$ cat src/rtl/seg_scan_ctrl.sv
// rtl/seg_scan_ctrl.sv - multiplexed 4-digit common-anode 7-segment scan controller
//
// Ports:
//   clock       system clock, rising edge
//   reset       asynchronous active-low reset
//   enable      1 = scan display, 0 = all segments/digits off
//   blank_lz    1 = leading-zero blanking
//   load_valid  load request (valid/ready handshake)
//   load_ready  shadow register empty (combinational)
//   load_value  four BCD nibbles, [15:12] thousands .. [3:0] units
//   load_dp     decimal-point enables, bit 3 thousands .. bit 0 units
//   num         registered segment drive, active-low, {a,b,c,d,e,f,g,dp}
//   com         registered digit select, active-low one-hot
//   frame_done  registered 1-cycle pulse after each frame boundary
module seg_scan_ctrl #(
    parameter int CLK_DIV = 50000
) (
    input  logic        clock,
    input  logic        reset,
    input  logic        enable,
    input  logic        blank_lz,
    input  logic        load_valid,
    output logic        load_ready,
    input  logic [15:0] load_value,
    input  logic [3:0]  load_dp,
    output logic [7:0]  num,
    output logic [3:0]  com,
    output logic        frame_done
);

    localparam int DIV_W = (CLK_DIV > 2) ? $clog2(CLK_DIV) : 1;
    localparam logic [DIV_W-1:0] DIV_MAX = DIV_W'(CLK_DIV - 1);

    logic [DIV_W-1:0] r_div;
    logic [1:0]       r_idx;
    logic [15:0]      r_act_val;
    logic [3:0]       r_act_dp;
    logic [15:0]      r_pend_val;
    logic [3:0]       r_pend_dp;
    logic             r_pend_full;
    logic [7:0]       r_num;
    logic [3:0]       r_com;
    logic             r_frame_done;

    logic             w_tick;
    logic             w_boundary;
    logic             w_xfer;
    logic [3:0]       w_nib;
    logic             w_dp;
    logic             w_blank;
    logic [6:0]       w_seg;
    logic [3:0]       w_com;

    // Segments a..g, active-low; dp is appended separately.
    function automatic logic [6:0] seg_of(input logic [3:0] n);
        case (n)
            4'd0:    seg_of = 7'b0000001;
            4'd1:    seg_of = 7'b1001111;
            4'd2:    seg_of = 7'b0010010;
            4'd3:    seg_of = 7'b0000110;
            4'd4:    seg_of = 7'b1001100;
            4'd5:    seg_of = 7'b0100100;
            4'd6:    seg_of = 7'b0100000;
            4'd7:    seg_of = 7'b0001111;
            4'd8:    seg_of = 7'b0000000;
            4'd9:    seg_of = 7'b0000100;
            default: seg_of = 7'b1111111;
        endcase
    endfunction

    assign load_ready = !r_pend_full;
    assign w_xfer     = load_valid && load_ready;
    assign w_tick     = enable && (r_div == DIV_MAX);
    assign w_boundary = w_tick && (r_idx == 2'd3);

    always_comb begin
        w_nib   = 4'd0;
        w_dp    = 1'b0;
        w_blank = 1'b0;
        w_com   = 4'b1111;
        case (r_idx)
            2'd0: begin
                w_nib   = r_act_val[15:12];
                w_dp    = r_act_dp[3];
                w_blank = (r_act_val[15:12] == 4'd0);
                w_com   = 4'b0111;
            end
            2'd1: begin
                w_nib   = r_act_val[11:8];
                w_dp    = r_act_dp[2];
                w_blank = (r_act_val[15:8] == 8'd0);
                w_com   = 4'b1011;
            end
            2'd2: begin
                w_nib   = r_act_val[7:4];
                w_dp    = r_act_dp[1];
                w_blank = (r_act_val[15:4] == 12'd0);
                w_com   = 4'b1101;
            end
            default: begin
                w_nib   = r_act_val[3:0];
                w_dp    = r_act_dp[0];
                w_blank = 1'b0;
                w_com   = 4'b1110;
            end
        endcase
    end

    // A blanked digit still shows its decimal point.
    assign w_seg = (blank_lz && w_blank) ? 7'b1111111 : seg_of(w_nib);

    always_ff @(posedge clock or negedge reset) begin
        if (!reset) begin
            r_div        <= '0;
            r_idx        <= 2'd0;
            r_frame_done <= 1'b0;
        end else begin
            r_frame_done <= w_boundary;
            if (!enable) begin
                r_div <= '0;
                r_idx <= 2'd0;
            end else if (w_tick) begin
                r_div <= '0;
                r_idx <= r_idx + 2'd1;
            end else begin
                r_div <= r_div + 1'b1;
            end
        end
    end

    // Boundary promotion and a new load are mutually exclusive: a load needs
    // the shadow empty, promotion needs it full.
    always_ff @(posedge clock or negedge reset) begin
        if (!reset) begin
            r_act_val   <= 16'd0;
            r_act_dp    <= 4'd0;
            r_pend_val  <= 16'd0;
            r_pend_dp   <= 4'd0;
            r_pend_full <= 1'b0;
        end else if (w_boundary && r_pend_full) begin
            r_act_val   <= r_pend_val;
            r_act_dp    <= r_pend_dp;
            r_pend_full <= 1'b0;
        end else if (w_xfer) begin
            r_pend_val  <= load_value;
            r_pend_dp   <= load_dp;
            r_pend_full <= 1'b1;
        end
    end

    always_ff @(posedge clock or negedge reset) begin
        if (!reset) begin
            r_num <= 8'hFF;
            r_com <= 4'b1111;
        end else if (enable) begin
            r_num <= {w_seg, ~w_dp};
            r_com <= w_com;
        end else begin
            r_num <= 8'hFF;
            r_com <= 4'b1111;
        end
    end

    assign num        = r_num;
    assign com        = r_com;
    assign frame_done = r_frame_done;

endmodule

$ cat config.mk
export PLATFORM = sky130hd
export DESIGN_NAME = seg_scan_ctrl
export DESIGN_NICKNAME = d
export VERILOG_FILES = /design/src/rtl/seg_scan_ctrl.sv
export SDC_FILE = /design/constraint.sdc
export NUM_CORES = 1
export LEC_CHECK = 0
export CORE_UTILIZATION = 45
export DETAILED_ROUTE_END_ITERATION = 8
export PLACE_DENSITY = 0.72
export SETUP_SLACK_MARGIN = 0.2
export SYNTH_ARGS = -nofsm -noshare
export SYNTH_HDL_FRONTEND = slang
export SYNTH_SLANG_ARGS = --single-unit
$ cat constraint.sdc
create_clock -name clock -period 5.4 [get_ports clock]
set_input_delay 0.54 -clock clock [delete_from_list [all_inputs] [get_ports clock]]
set_output_delay 0.54 -clock clock [all_outputs]
set_load 0.01 [all_outputs]
==> impl_metrics.ini <==
[status]
status = finished clean

[yosys]
synth-edff-count = 0
netlist_area_um2 = 3280
synthCells = 255
seq_area_frac_synth = 0.554
synth-main-ff-cell = dfrtp_1
synth_cell_types = 39
synth.ff_latch_count = 72
syn_area_per_cell_um2 = 12.9
synth_nets = 291
synth-async-reset-ratio = 1.00
ys_warn_count = 0

[timing]
finClkSkew_ps = 8.06
slew_headroom = 0.225
timing.setup.tns_ps = 0
min_period_ps = 2600
setup_viol = 0
fmax_ghz = 0.385
worst_slack_ps = 2800
finalCritPeriodShare = 0.481
tightest_slew_ps = 1160
hold_viol = 0
finalMaxSlewViolations = 0
rsz0062_at_grt = no

[worst_setup_path]
reg2reg_to = r_act_dp[2]
crit_required_ps = 5630
endpoint = r_act_dp[2]
cp-startpoint = enable
reg2reg_depth = 5
reg2reg_from = r_div[0]
path_max_fanout = 25
r2r_slack_ps = 2880
cp-end-kind = flop
cp.arrival_ps = 2830
path_class = input port to flop
cp-start-kind = input port

[cts]
clkSinkCount = 72
clockBufferDepth = 2
cts_buffers = 9
ctsHoldBuffers = 0
cts_resized = 0
clkTransAtPathRegs_ps = 80
cts-root-buf = clkbuf_8
cts_tree = done
post_cts.repair.setup_buffers = 0
clkLatencyLatePin_ps = 350
h-tree-depth = 3

[flow_run]
cap_violations = 0

[layout]
diodes = 0
multiInputGateArea_um2 = 1370
register_area_um2 = 1820
drive_above_1_share = 0.254
num-nets-final = 334
area_growth_pct = 20.8
fillerInstances = 571

[routing]
drt-initial-drc-count = 100
avgRoutedWirePerCell_um = 13.7
drt-pass1-iter-count = 4
vias_per_cell = 4.98
vias = 1988
routed_wl_um = 5470
drc = 0
ant_nets = 0

[global_routing]
grt_max_degree = 73
overflow = 0
grt_usage = 0.166
antenna_found_initial = 0
grt_first_pass_wirelength_um = 9340
grt_pass1_vias = 1921

[die]
die_y_um = 87.3
dieWidth_um = 87.3
pin_count = 39
core-area_um2 = 6910
fp-row-count = 30
start_util = 0.474
die_area_um2 = 7630

[placement]
pre_cts_ws_ps = 2440
portBuffers = 38
place_congestion = 0.783
hpwlAfterDp_um = 3680

[power]
p_leak_nw = 1.78
power_density_nw_per_um2 = 281
irDropWorstVdd_v = 0.000203

[worst_hold_path]
min_path_type = input port to async pin
==> synth_stat cells, drive strengths merged (3+ instances only) <==
master   n  share of area
a21oi    3         0.0046
a222oi   5          0.015
and2     4         0.0080
and3     9          0.018
buf      4          0.012
clkbuf   4         0.0046
dfrtp   60           0.46
dfstp   12          0.096
ha      11          0.042
inv      9          0.010
mux2    39           0.15
mux2i    4          0.012
nand2   17          0.019
nand3    6         0.0092
nand4    3          0.010
nor2    22          0.025
nor2b    4         0.0076
o21ai   11          0.017
xnor2    6          0.016
xor2     9          0.024
==> worst max-delay path, stage by stage <==
cell,delay [ps]
clkdlybuf4s50_1,730
nand2_1,210
nor3_4,920
mux2_2,430
==> power breakdown <==
| group | internal, mW | total, mW | switching [mW] |
|---|---|---|---|
| logic | 0.0355 | 0.0587 | 0.0233 |
| registers | 0.563 | 0.575 | 0.0119 |
| clock network | 0.275 | 0.480 | 0.205 |
==> layer usage <==
layer  global-route usage  up-vias  wire (µm)
li1                     -      974          -
met1                0.229      961       2820
met2                0.238       48       2340
met3               0.0682        5        257
met4               0.0492        0         62
met5                    0        -          0
==> registers in the layout (all words and copies together), names as in the netlist <==
name / flops
frame_done: 1
r_act_val: 16
r_pend_dp: 4
r_act_dp: 4
com: 4
r_div: 16
num: 8
r_pend_val: 16
r_idx: 2
r_pend_full: 1
==> worst min-delay path by stage <==
stage | depth (start not counted) | end | from | slack, ps
after floorplan | 0 | frame_done | reset | 240
after global placement | 2 | r_act_val[2] | r_pend_val[2] | 460
after detailed placement | 2 | r_act_val[2] | r_pend_val[2] | 480
after CTS | 2 | r_idx[1] | reset | 410
after global routing | 2 | r_div[15] | reset | 450
final | 2 | r_div[2] | reset | 380
==> logic make-up (layout without fill, tap and decap cells) <==
group                      count (synthesis)  after routing  share of synthesized area
adders and majority gates                 11             11                     0.0420
muxes                                     43             43                      0.159
and+or+nand+nor                           75             75                      0.133
DFF                                       72             72                      0.554
xor gates and xnor gates                  15             15                     0.0401
buffers and inverters                     17             65                     0.0271
AOI/OAI and AO/OA                         22             22                     0.0447
==> placed cells by master (no fill, tap or decap), types with 10 or more instances in the layout <==
cell             Yosys  routed
nand2_1             17      17
o21ai_0             10      10
mux2_4              11      11
ha_1                11      11
dfrtp_1             60      60
nor2_1              22      22
clkbuf_8             0      10
clkdlybuf4s50_1      0      37
mux2_2              28      28
dfstp_2             12      12
==> metrics by stage <==
step	hold slack [ps]	cells	cell area [µm²]	utilization	power [mW]
after detailed placement	479	383	3730	0.540	0.646
after floorplan	244	255	3280	-	0.605
after global placement	463	383	3730	0.540	0.644
after global routing	447	399	3960	0.573	1.17
final	383	399	3960	0.573	1.11
after CTS	411	399	3960	0.573	1.13
==> final cells by class <==
type                    count  share of cell area
repair buffers             40              0.0986
clock buffers              10              0.0348
multi-input cells         166               0.346
flip-flops and latches     72               0.459
inverters                   9             0.00853
well taps                  96              0.0303
clock inverters             6              0.0227
Power figures use the tool's default switching activity.
